<file path="src/rtl/sprite_cmd_scheduler.sv">
// Command scheduler between the Avalon write port and the shared sprite command
// bus. CPU words are queued and replayed one per cycle. Buffer-toggle (flip)
// words are held until vertical blank starts, so sprite buffers only swap
// between frames.
module sprite_cmd_scheduler #(
  parameter int          FIFO_DEPTH  = 16,
  parameter logic [9:0]  VBLANK_LINE = 10'd480,
  parameter logic [31:0] IDLE_WORD   = 32'h0000_0000
) (
  input  logic                          clk,
  input  logic                          reset,
  input  logic                          write,
  input  logic                          chipselect,
  input  logic [31:0]                   writedata,
  input  logic [9:0]                    hcount,
  input  logic [9:0]                    vcount,
  input  logic                          clear_status,
  output logic [31:0]                   cmd_data,
  output logic                          fifo_full,
  output logic [$clog2(FIFO_DEPTH):0]   pending,
  output logic                          overflow,
  output logic [7:0]                    frame_count
);

  localparam int AW = $clog2(FIFO_DEPTH);
  localparam int CW = AW + 1;

  typedef enum logic {S_IDLE, S_WAIT_VBLANK} state_t;

  state_t        state_q, state_d;
  logic [31:0]   mem_q [FIFO_DEPTH];
  logic [AW-1:0] rd_ptr_q, rd_ptr_d, wr_ptr_q, wr_ptr_d;
  logic [CW-1:0] cnt_q, cnt_d;
  logic [31:0]   cmd_q, cmd_d;
  logic          ovf_q, ovf_d;
  logic [7:0]    frame_q, frame_d;

  logic [31:0]   head;
  logic          empty, full, head_flip, vblank_start, wr_req, push, drop, pop;

  // Next-state: accept/drop, FSM issue decision, pointer/occupancy/status update
  always_comb begin
    head         = mem_q[rd_ptr_q];
    empty        = (cnt_q == '0);
    full         = (cnt_q == CW'(FIFO_DEPTH));
    head_flip    = (head[20:17] == 4'hF);
    vblank_start = (vcount == VBLANK_LINE) && (hcount == 10'd0);
    wr_req       = write & chipselect;
    // full is judged on pre-pop occupancy: a same-cycle pop does not rescue a write
    push         = wr_req & ~full;
    drop         = wr_req & full;

    state_d = state_q;
    cmd_d   = IDLE_WORD;
    frame_d = frame_q;
    pop     = 1'b0;

    case (state_q)
      S_IDLE: begin
        if (!empty) begin
          if (!head_flip) begin
            pop   = 1'b1;
            cmd_d = head;
          end else if (vblank_start) begin
            pop     = 1'b1;
            cmd_d   = head;
            frame_d = frame_q + 8'd1;
          end else begin
            state_d = S_WAIT_VBLANK;
          end
        end
      end
      S_WAIT_VBLANK: begin
        // head is guaranteed to be the held flip; everything behind it waits
        if (vblank_start) begin
          pop     = 1'b1;
          cmd_d   = head;
          frame_d = frame_q + 8'd1;
          state_d = S_IDLE;
        end
      end
      default: state_d = S_IDLE;
    endcase

    wr_ptr_d = push ? wr_ptr_q + AW'(1) : wr_ptr_q;
    rd_ptr_d = pop  ? rd_ptr_q + AW'(1) : rd_ptr_q;
    cnt_d    = cnt_q + CW'(push) - CW'(pop);
    // a drop in the same cycle as clear_status wins so no loss goes unreported
    ovf_d    = drop ? 1'b1 : (clear_status ? 1'b0 : ovf_q);
  end

  // Control and status registers
  always_ff @(posedge clk) begin
    if (reset) begin
      state_q  <= S_IDLE;
      rd_ptr_q <= '0;
      wr_ptr_q <= '0;
      cnt_q    <= '0;
      cmd_q    <= IDLE_WORD;
      ovf_q    <= 1'b0;
      frame_q  <= 8'd0;
    end else begin
      state_q  <= state_d;
      rd_ptr_q <= rd_ptr_d;
      wr_ptr_q <= wr_ptr_d;
      cnt_q    <= cnt_d;
      cmd_q    <= cmd_d;
      ovf_q    <= ovf_d;
      frame_q  <= frame_d;
    end
  end

  // FIFO storage; contents need no reset since occupancy gates every read
  always_ff @(posedge clk) begin
    if (push) mem_q[wr_ptr_q] <= writedata;
  end

  assign cmd_data    = cmd_q;
  assign fifo_full   = full;
  assign pending     = cnt_q;
  assign overflow    = ovf_q;
  assign frame_count = frame_q;

endmodule
</file>
<file path="config.mk">
export PLATFORM = sky130hd
export DESIGN_NAME = sprite_cmd_scheduler
export DESIGN_NICKNAME = d
export VERILOG_FILES = /design/src/rtl/sprite_cmd_scheduler.sv
export SDC_FILE = /design/constraint.sdc
export NUM_CORES = 1
export LEC_CHECK = 0
export BUFFER_PORTS_ARGS = -buffer_cell sky130_fd_sc_hd__buf_4
export CAP_MARGIN = 40
export CELL_PAD_IN_SITES_DETAIL_PLACEMENT = 0
export CELL_PAD_IN_SITES_GLOBAL_PLACEMENT = 1
export CORE_ASPECT_RATIO = 0.7
export CORE_UTILIZATION = 50
export DETAILED_ROUTE_END_ITERATION = 10
export GPL_ROUTABILITY_DRIVEN = 0
export HOLD_SLACK_MARGIN = 0.15
export PLACE_DENSITY = 0.73
export RECOVER_POWER = 50
export SLEW_MARGIN = 20
export SYNTH_ARGS = -nofsm -noshare
export SYNTH_HDL_FRONTEND = slang
export SYNTH_SLANG_ARGS = --single-unit
</file>
<file path="constraint.sdc">
create_clock -name clk -period 5 [get_ports clk]
set_input_delay 1 -clock clk [delete_from_list [all_inputs] [get_ports clk]]
set_output_delay 1 -clock clk [all_outputs]
set_load 0.01 [all_outputs]
</file>
==> results of run 1 <==
[sequential cells by signal, summed over array words and instances, names as in the netlist, named ones only]
signal and flops:
mem_q 512, cmd_data 32, frame_count 8, pending 5, rd_ptr_q 4, wr_ptr_q 4, overflow 1, state_q 1
[cell type report]
class,instances,area [um2],share of cell area (%)
Sequential cell,571,16570,66.64
Timing Repair Buffer,134,849.6,3.418
Tap cell,585,732.0,2.944
Inverter,11,41.29,0.1661
Clock inverter,23,167.7,0.6745
Multi-Input combinational cell,339,5120,20.60
Clock buffer,71,1383,5.562
[power by group]
group	internal, uW	switching [uW]	leakage, uW
sequential	5400	222	0.00510
clock	2030	1660	0.000753
combinational	1450	1200	0.00191
total	8880	3080	0.00776
[cell families (layout without fill, tap and decap cells)]
group           after synthesis  count (layout)  synth area share (%)
compound gates               26              26                 1.012
xor+xnor                      7               7                0.2801
fa+ha+maj                    12              12                0.7202
buf+inv                      57             239                 1.446
flops                       571             571                 75.63
mux                         172             172                 16.99
simple gates                122             122                 3.915
[tightest hold or removal path: cells and delay by family (launching register included)]
kind | cells | cell delay [ns]
flops | 1 | 0.33
compound gates | 2 | 0.12
[worst max-delay path by stage]
stage	start	to	cells after the start
floorplan	write	mem_q[3][0]$_DFFE_PP_	4
global placement	register	pending[4]$_SDFF_PP0_	15
detailed placement	register	pending[4]$_SDFF_PP0_	15
CTS	register	pending[4]$_SDFF_PP0_	15
global route	register	pending[4]$_SDFF_PP0_	15
finish	register	pending[4]$_SDFF_PP0_	15
[stage by stage]
stage                     instance area (um2)  total power, uW
after floorplan                         21890             7779
after global placement                  23560             8480
after detailed placement                23610             8536
after CTS                               25160            12210
after global routing                    24860            12460
final                                   24860            11960
[synth_stat cells, types with 6 or more instances]
cell type | number | area share [%]
mux2_1 | 6 | 0.31
a21oi_1 | 9 | 0.21
mux4_1 | 6 | 0.72
clkbuf_1 | 21 | 0.36
nor2b_1 | 8 | 0.23
nand2_1 | 16 | 0.27
mux4_2 | 150 | 15
nor2b_4 | 26 | 1.6
dfxtp_1 | 59 | 5.4
or4_1 | 6 | 0.21
inv_1 | 11 | 0.19
nand3_1 | 7 | 0.16
nor2_1 | 30 | 0.51
o31ai_1 | 6 | 0.21
buf_2 | 12 | 0.27
edfxtp_1 | 512 | 70
ha_1 | 11 | 0.63
mux2i_1 | 8 | 0.37
[routing by layer]
metal / vias to the layer above / track usage [%] / wire length, um
met5: - / 0 / 0
met4: 0 / 4.318 / 649
met3: 57 / 2.956 / 2203
met2: 267 / 32.67 / 21340
met1: 5351 / 30.71 / 19960
li1: 4300 / - / -
==> metrics.txt, run 1 <==
I/O pin count=104; Setup CP Type=register to register; via count=9,975; unrepaired setup endpoints after global routing=false; Max clock buf depth=3; EDFF count, synth=512; Avg WL per Cell=25.47 um; Hold EP=frame_count[7]$_SDFFE_PP0P_; commonest non-fill, non-tap cell in the layout=edfxtp_1; Synth async-reset ratio=0%; fmax=0.2601 GHz; vias in the first global route=10,290; Syn Nets=1,036; Residual DRC=0; Final setup viols=0; clk_lat worst skew=0.58 ns; CTS H-tree lvls=2; max_cap viols=0; die width=252.1 um; die area=44,630 um2; area delta synth->final=13.56%; cell breakdown of the critical path=mux4_1, a22oi_1, nand3_2, a41oi_4, buf_4, o21ai_4, xnor2_1, ha_1, inv_1, fa_1, inv_1, a21oi_1, nor2_1, or3_1, a21oi_1; sequential area share after synthesis=75.63%; HP Class=register to register; CP max FO=34; Slowest-stage cell, CP=dfxtp_4; Max VDD drop=0.0002660 V; Worst-Margin Slew=0.9426 ns; Finished Layout Cells=1,734; slack of the critical path=1.155 ns; period utilization=76.91%; Synth Register Bits=571; R2R depth=15; Root Buffer=clkbuf_16; antenna-violating nets left=0; Top delay family on crit path=compound AO/OA/AOI/OAI gates; hpwl dp=23,380 um; input/output buffers=103; final core occ=58.19%; Final Hold Viols=0; reg2reg end=pending[4]$_SDFF_PP0_; FILL cells=3,139; CP max stage delay=0.78 ns; total core area=42,720 um2; clk slew on worst S/H paths=0.06 ns; Post-Syn Area=21,890 um2; hold path depth=2; vias per cell=5.753; Slew headroom=36.93%; ant diodes=0; outcome=finished clean; post-CTS setup buffers=0; CTS tree=done; gr usage total=20.57%; Die H=177.1 um; CP Buf/Inv Count=3; pin count of the biggest net entering global routing=40; crit path time final=3.845 ns; crit end category=register; pre-CTS setup slack=1.105 ns; yosys warns=0; DRT Pass-1 Iters=6; internal reg-to-reg setup slack=1.15 ns; first-pass GRT wire length=66,640 um; Initial DRC Count=848; synth unique cells=50; Starting Density=51.24%; Clock Skews=0.02173 ns; WL final=44,160 um; Num CTS Buffers=51; share of layout cells above drive strength 1=28.29%; mean post-synth cell area=22.64 um2; Pleak=0.007762 uW; CTS Sinks=571; Synth Flop Type=edfxtp_1; nets=1,177; Core Rows=63; total gr overflow=0; Worst EP arrival=4.34 ns; Fin Setup TNS=0 ns; Max Slew Vio Count=0; WHS=0.4915 ns; antenna violations before repair=0; placed instance count=1,640; most frequent cells in the layout=edfxtp_1, mux4_2, clkbuf_1, dfxtp_1, clkbuf_16; Synth Instances=967; CP Data Required Time=5.50 ns; CP Launch Type=register; number of hold buffers added after CTS=0; Pwr Density=481.3 nW/um2; post-cts repair resize count=0; hold path startpoint=frame_count[7]$_SDFFE_PP0P_
Note: power is estimated with default switching activity, not from simulation.
==> run 2: changes to the inputs <==
clock period = 3.6 ns   (was 5 ns; I/O delays follow)
==> metrics.txt, run 2 (synthesis results as in run 1) <==
input/output buffers=103 (unchanged); post-cts repair resize count=0 (unchanged); clk slew on worst S/H paths=0.06 ns (about the same); Max VDD drop=0.0004956 V (was 0.0002660 V); CTS H-tree lvls=2 (unchanged); max_cap viols=0 (unchanged); CTS tree=done (unchanged); WL final=42,950 um (was 44,160 um); crit path time final=3.293 ns (was 3.845 ns); die area=44,630 um2 (unchanged); Top reg by flops=mem_q (unchanged); Die H=177.1 um (unchanged); clk_lat worst skew=0.57 ns (was 0.58 ns); via count=9,937 (was 9,975); unrepaired setup endpoints after global routing=false (unchanged); post-CTS setup buffers=0 (unchanged); Num CTS Buffers=50 (was 51); Starting Density=51.24% (unchanged); Root Buffer=clkbuf_16 (unchanged); design area=24,940 um2 (was 24,860 um2); commonest non-fill, non-tap cell in the layout=edfxtp_1 (unchanged); Worst EP arrival=3.80 ns (was 4.34 ns); Avg WL per Cell=24.60 um (was 25.47 um); outcome=finished clean (unchanged); Setup CP Type=register to register (unchanged); Pleak=0.007797 uW (was 0.007762 uW); die width=252.1 um (unchanged); CP max FO=15 (was 34); CP Data Required Time=4.11 ns (was 5.50 ns); fmax=0.3037 GHz (was 0.2601 GHz); I/O pin count=104 (unchanged); Max Slew Vio Count=0 (unchanged); crit end category=register (unchanged); total core area=42,720 um2 (unchanged); total gr overflow=0 (unchanged); first-pass GRT wire length=64,360 um (was 66,640 um); Initial DRC Count=858 (was 848); DRT Pass-1 Iters=5 (was 6); nets=1,188 (was 1,177); antenna-violating nets left=0 (unchanged); Residual DRC=0 (unchanged); period utilization=91.46% (was 76.91%); placed instance count=1,652 (was 1,640); Finished Layout Cells=1,746 (was 1,734); Pwr Density=662.2 nW/um2 (was 481.3 nW/um2); Worst-Margin Slew=0.7920 ns (was 0.9426 ns); gr usage total=19.80% (was 20.57%); Slew headroom=47.20% (was 36.93%); max FFs per register=512 (unchanged); WHS=0.4367 ns (was 0.4915 ns); antenna violations before repair=3 (was 0); vias per cell=5.691 (was 5.753); internal reg-to-reg setup slack=0.31 ns (was 1.15 ns); Core Rows=63 (unchanged); Clock Skews=0.01403 ns (was 0.02173 ns); Fin Setup TNS=0 ns (unchanged); Final Hold Viols=0 (unchanged); CTS Sinks=571 (unchanged); number of hold buffers added after CTS=0 (unchanged); reg2reg end=pending[4]$_SDFF_PP0_ (unchanged); share of layout cells above drive strength 1=29.34% (was 28.29%); Max clock buf depth=3 (unchanged); vias in the first global route=10,090 (was 10,290); hpwl dp=23,860 um (was 23,380 um); HP Class=primary input to register (was register to register); R2R depth=14 (was 15); pin count of the biggest net entering global routing=81 (was 40); Setup crit end=pending[4]$_SDFF_PP0_ (unchanged); Final setup viols=0 (unchanged); area delta synth->final=13.95% (was 13.56%); DP Area=23,700 um2 (was 23,610 um2); most frequent cells in the layout=edfxtp_1, mux4_2, clkbuf_1, buf_4, dfxtp_1 (was edfxtp_1, mux4_2, clkbuf_1, dfxtp_1, clkbuf_16); CP Launch Type=register (unchanged)
==> run 2: final cells by class <==
cell class              instances  area, um2
well taps                     585      732.0
diodes                          2      5.005
clock inverters                20      111.4
inverters                      11      41.29
fillers                      3150      17780
flip-flops and latches        571      16570
multi-input cells             339       5152
clock buffers                  72       1428
repair buffers                146      907.1
==> run 2: worst min-delay path by stage <==
stage,startpoint,endpoint,slack [ns],cells after the start
5_1_grt,chipselect,overflow$_SDFFE_PP0P_,0.47,3
2_1_floorplan,rd_ptr_q[1]$_SDFFE_PP0P_,register,0.47,2
3_3_place_gp,frame_count[7]$_SDFFE_PP0P_,frame_count[7]$_SDFFE_PP0P_,0.47,2
3_5_place_dp,frame_count[7]$_SDFFE_PP0P_,frame_count[7]$_SDFFE_PP0P_,0.50,2
6_report,chipselect,overflow$_SDFFE_PP0P_,0.44,3
4_1_cts,chipselect,overflow$_SDFFE_PP0P_,0.41,3
==> run 2: layer usage <==
layer / up-vias / share of wire [%] / wire, um / GRT usage [%]
met3: 64 / 6.3 / 2702 / 3.603
met2: 303 / 46 / 19770 / 29.90
met1: 5238 / 46 / 19700 / 30.34
met4: 2 / 1.8 / 763 / 4.419
met5: - / 0.030 / 13 / 0
li1: 4330 / - / - / -
==> run 2: metrics by stage <==
step           setup WS [ns]  util [%]  power [uW]
2_1_floorplan         0.2225         -       10800
3_3_place_gp          0.3071     55.40       11810
3_5_place_dp          0.3018     55.46       11840
4_1_cts               0.2916     59.06       16890
5_1_grt              0.05518     58.38       17200
6_report              0.3073     58.38       16520
==> run 2: power breakdown <==
part           internal (uW)  switching [uW]  total (uW)
Clock                   2820            2230        5050
Combinational           2020            1770        3790
Sequential              7490             185        7680
Total                  12300            4190       16500
==> run 2: worst max-delay path, cell delays in order (launching register included) <==
cell and delay [ns]:
dfxtp_4 0.52, mux4_2 0.54, a22oi_1 0.20, nand3_1 0.17
a41oi_4 0.33, o21ai_4 0.10, xnor2_1 0.15, ha_1 0.23
inv_1 0.08, fa_1 0.20, inv_1 0.05, a21oi_1 0.13
nor2_1 0.06, or3_1 0.34, a21oi_1 0.14
==> run 3: changes to the inputs <==
CORE_MARGIN = 2   (was unset)
CORE_UTILIZATION = 54   (was 50)
PLACE_DENSITY = 0.78   (was 0.73)
==> metrics.txt, run 3 (synthesis results as in run 1) <==
Fin Setup TNS=0 ns (unchanged); Avg WL per Cell=26.01 um (was 24.60 um); CTS tree=done (unchanged); antenna violations before repair=2 (was 3); FILL cells=2,711 (was 3,150); fmax=0.2996 GHz (was 0.3037 GHz); hold path depth=3 (unchanged); die area=42,190 um2 (was 44,630 um2); I/O pin count=104 (unchanged); Root Buffer=clkbuf_16 (unchanged); commonest non-fill, non-tap cell in the layout=edfxtp_1 (unchanged); share of layout cells above drive strength 1=29.45% (was 29.34%); Power Internal=12,600 uW (was 12,330 uW); gr usage total=21.64% (was 19.80%); hpwl dp=22,760 um (was 23,860 um); Starting Density=54.94% (was 51.24%); sequential share of power=45.6% (was 46.5%); cell breakdown of the critical path=buf_4, mux4_1, mux2i_1, mux2i_1, a41oi_4, o21ai_4, xnor2_1, ha_1, inv_1, fa_1, inv_1, a21oi_1, nor2_1, or3_1, a21oi_1 (was mux4_2, a22oi_1, nand3_1, a41oi_4, o21ai_4, xnor2_1, ha_1, inv_1, fa_1, inv_1, a21oi_1, nor2_1, or3_1, a21oi_1); outcome=finished clean (unchanged); P_sw=4273 uW (was 4187 uW); CP Launch Type=register (unchanged); CTS H-tree lvls=2 (unchanged); post-CTS setup buffers=0 (unchanged); reg2reg end=pending[4]$_SDFF_PP0_ (unchanged); Max Slew Vio Count=0 (unchanged); antenna-violating nets left=0 (unchanged); area delta synth->final=14.62% (was 13.95%); Sw Ratio=25.32% (was 25.35%); CP max FO=11 (was 15); Top delay family on crit path=multiplexers (was compound AO/OA/AOI/OAI gates); Final Hold Viols=0 (unchanged); Top reg by flops=mem_q (unchanged); Max VDD drop=0.0004671 V (was 0.0004956 V); period utilization=92.71% (was 91.46%); hold path startpoint=chipselect (unchanged); first-pass GRT wire length=65,430 um (was 64,360 um); Hold EP=overflow$_SDFFE_PP0P_ (unchanged); WL final=44,090 um (was 42,950 um); unrepaired setup endpoints after global routing=false (unchanged); vias per cell=5.924 (was 5.691); total core area=39,840 um2 (was 42,720 um2); Pleak=0.007849 uW (was 0.007797 uW); crit end category=register (unchanged); CP Data Required Time=4.10 ns (was 4.11 ns); Residual DRC=0 (unchanged); Slowest-stage cell, CP=mux4_1 (was mux4_2); Worst EP arrival=3.84 ns (was 3.80 ns); Num CTS Buffers=51 (was 50); Setup CP Type=register to register (unchanged); CP max stage delay=0.53 ns (was 0.54 ns); Die H=172.5 um (was 177.1 um); post-cts repair resize count=0 (unchanged); Pwr Density=672.6 nW/um2 (was 662.2 nW/um2); number of hold buffers added after CTS=0 (unchanged); most frequent cells in the layout=edfxtp_1, mux4_2, clkbuf_1, dfxtp_1, clkbuf_16 (was edfxtp_1, mux4_2, clkbuf_1, buf_4, dfxtp_1); Worst-Margin Slew=1.123 ns (was 0.7920 ns); Clock Skews=0.01555 ns (was 0.01403 ns); input/output buffers=103 (unchanged); CP Buf/Inv Count=3 (was 2); crit path time final=3.338 ns (was 3.293 ns); internal reg-to-reg setup slack=0.26 ns (was 0.31 ns); nets=1,188 (unchanged); DRT Pass-1 Iters=5 (unchanged); pin count of the biggest net entering global routing=44 (was 81); max_cap viols=0 (unchanged); Comb pwr share=22.8% (was 22.9%); die width=244.6 um (was 252.1 um); final core occ=62.98% (was 58.38%); vias in the first global route=10,190 (was 10,090); max FFs per register=512 (unchanged); Slew headroom=25.12% (was 47.20%); Max clock buf depth=3 (unchanged); Initial DRC Count=993 (was 858); Clock Power Share=31.5% (was 30.6%); R2R depth=15 (was 14); Core Rows=61 (was 63); HP Class=primary input to register (unchanged); clk_lat worst skew=0.57 ns (about the same); Final setup viols=0 (unchanged); CTS Sinks=571 (unchanged); total gr overflow=0 (unchanged); clk slew on worst S/H paths=0.06 ns (about the same); via count=10,040 (was 9,937)
run 3: cell count changes in the layout (fill, tap and decap cells not counted), sizes merged:
cell / delta
buf: -2
bufinv: +3
clkbuf: -2
clkinv: -1
clkinvlp: +1
run 3: cell type report:
type / instances / area, um2 / area share [%]
Clock buffer: 69 / 1416 / 5.645
Timing Repair Buffer: 145 / 1031 / 4.109
Sequential cell: 571 / 16570 / 66.03
Tap cell: 535 / 669.4 / 2.668
Multi-Input combinational cell: 339 / 5152 / 20.54
Clock inverter: 23 / 209.0 / 0.8328
Antenna cell: 2 / 5.005 / 0.01995
Inverter: 11 / 41.29 / 0.1646
run 3: how the worst max path moves through the flow:
| stage | start | end | slack [ns] | depth (start not counted) |
|---|---|---|---|---|
| after detailed placement | register | cmd_data[11]$_SDFF_PP0_ | 0.18 | 5 |
| final | register | pending[4]$_SDFF_PP0_ | 0.26 | 15 |
| after CTS | register | cmd_data[31]$_SDFF_PP0_ | 0.11 | 5 |
| after floorplan | pending[2]$_SDFF_PP0_ | mem_q[15][0]$_DFFE_PP_ | 0.22 | 7 |
| after global placement | register | pending[4]$_SDFF_PP0_ | 0.25 | 14 |
| after global routing | register | pending[4]$_SDFF_PP0_ | 0.03 | 15 |
run 3: power by group through the flow:
stage / Combinational, uW / Sequential [uW] / Clock (uW)
2_1_floorplan: 3000 / 7810 / 0
3_3_place_gp: 3880 / 7860 / 0
3_5_place_dp: 3950 / 7860 / 0
4_1_cts: 3980 / 7730 / 5410
5_1_grt: 4160 / 7730 / 5680
6_report: 3860 / 7700 / 5320
run 3: worst reg2reg max path: cells and delay by family (launching register included):
family / cells / cell delay [ns]
xor+xnor: 1 / 0.16
simple gates: 2 / 0.40
fa+ha+maj: 2 / 0.41
mux: 3 / 0.83
buf+inv: 3 / 0.30
compound gates: 4 / 0.69
flops: 1 / 0.47
run 3: per-stage QoR:
stage          hold slack, ns  std cells  total power (uW)  area, um2  worst slack (ns)
2_1_floorplan          0.4725        967             10800      21910            0.2225
3_3_place_gp           0.4636       1594             11740      23680            0.2502
3_5_place_dp           0.4806       1595             11820      23700            0.1807
4_1_cts                0.4152       1687             17120      25320            0.1080
5_1_grt                0.4345       1694             17570      25090           0.02706
6_report               0.4403       1695             16870      25090            0.2625
run 3: per-layer routing:
metal / GRT usage [%] / part of all wire, % / up-vias / routed length, um
met5: 0 / 0 / - / 0
met4: 6.045 / 2.0 / 0 / 874
met3: 3.461 / 6.0 / 71 / 2656
met2: 34.19 / 48 / 312 / 21230
met1: 31.92 / 44 / 5334 / 19330
li1: - / - / 4325 / -
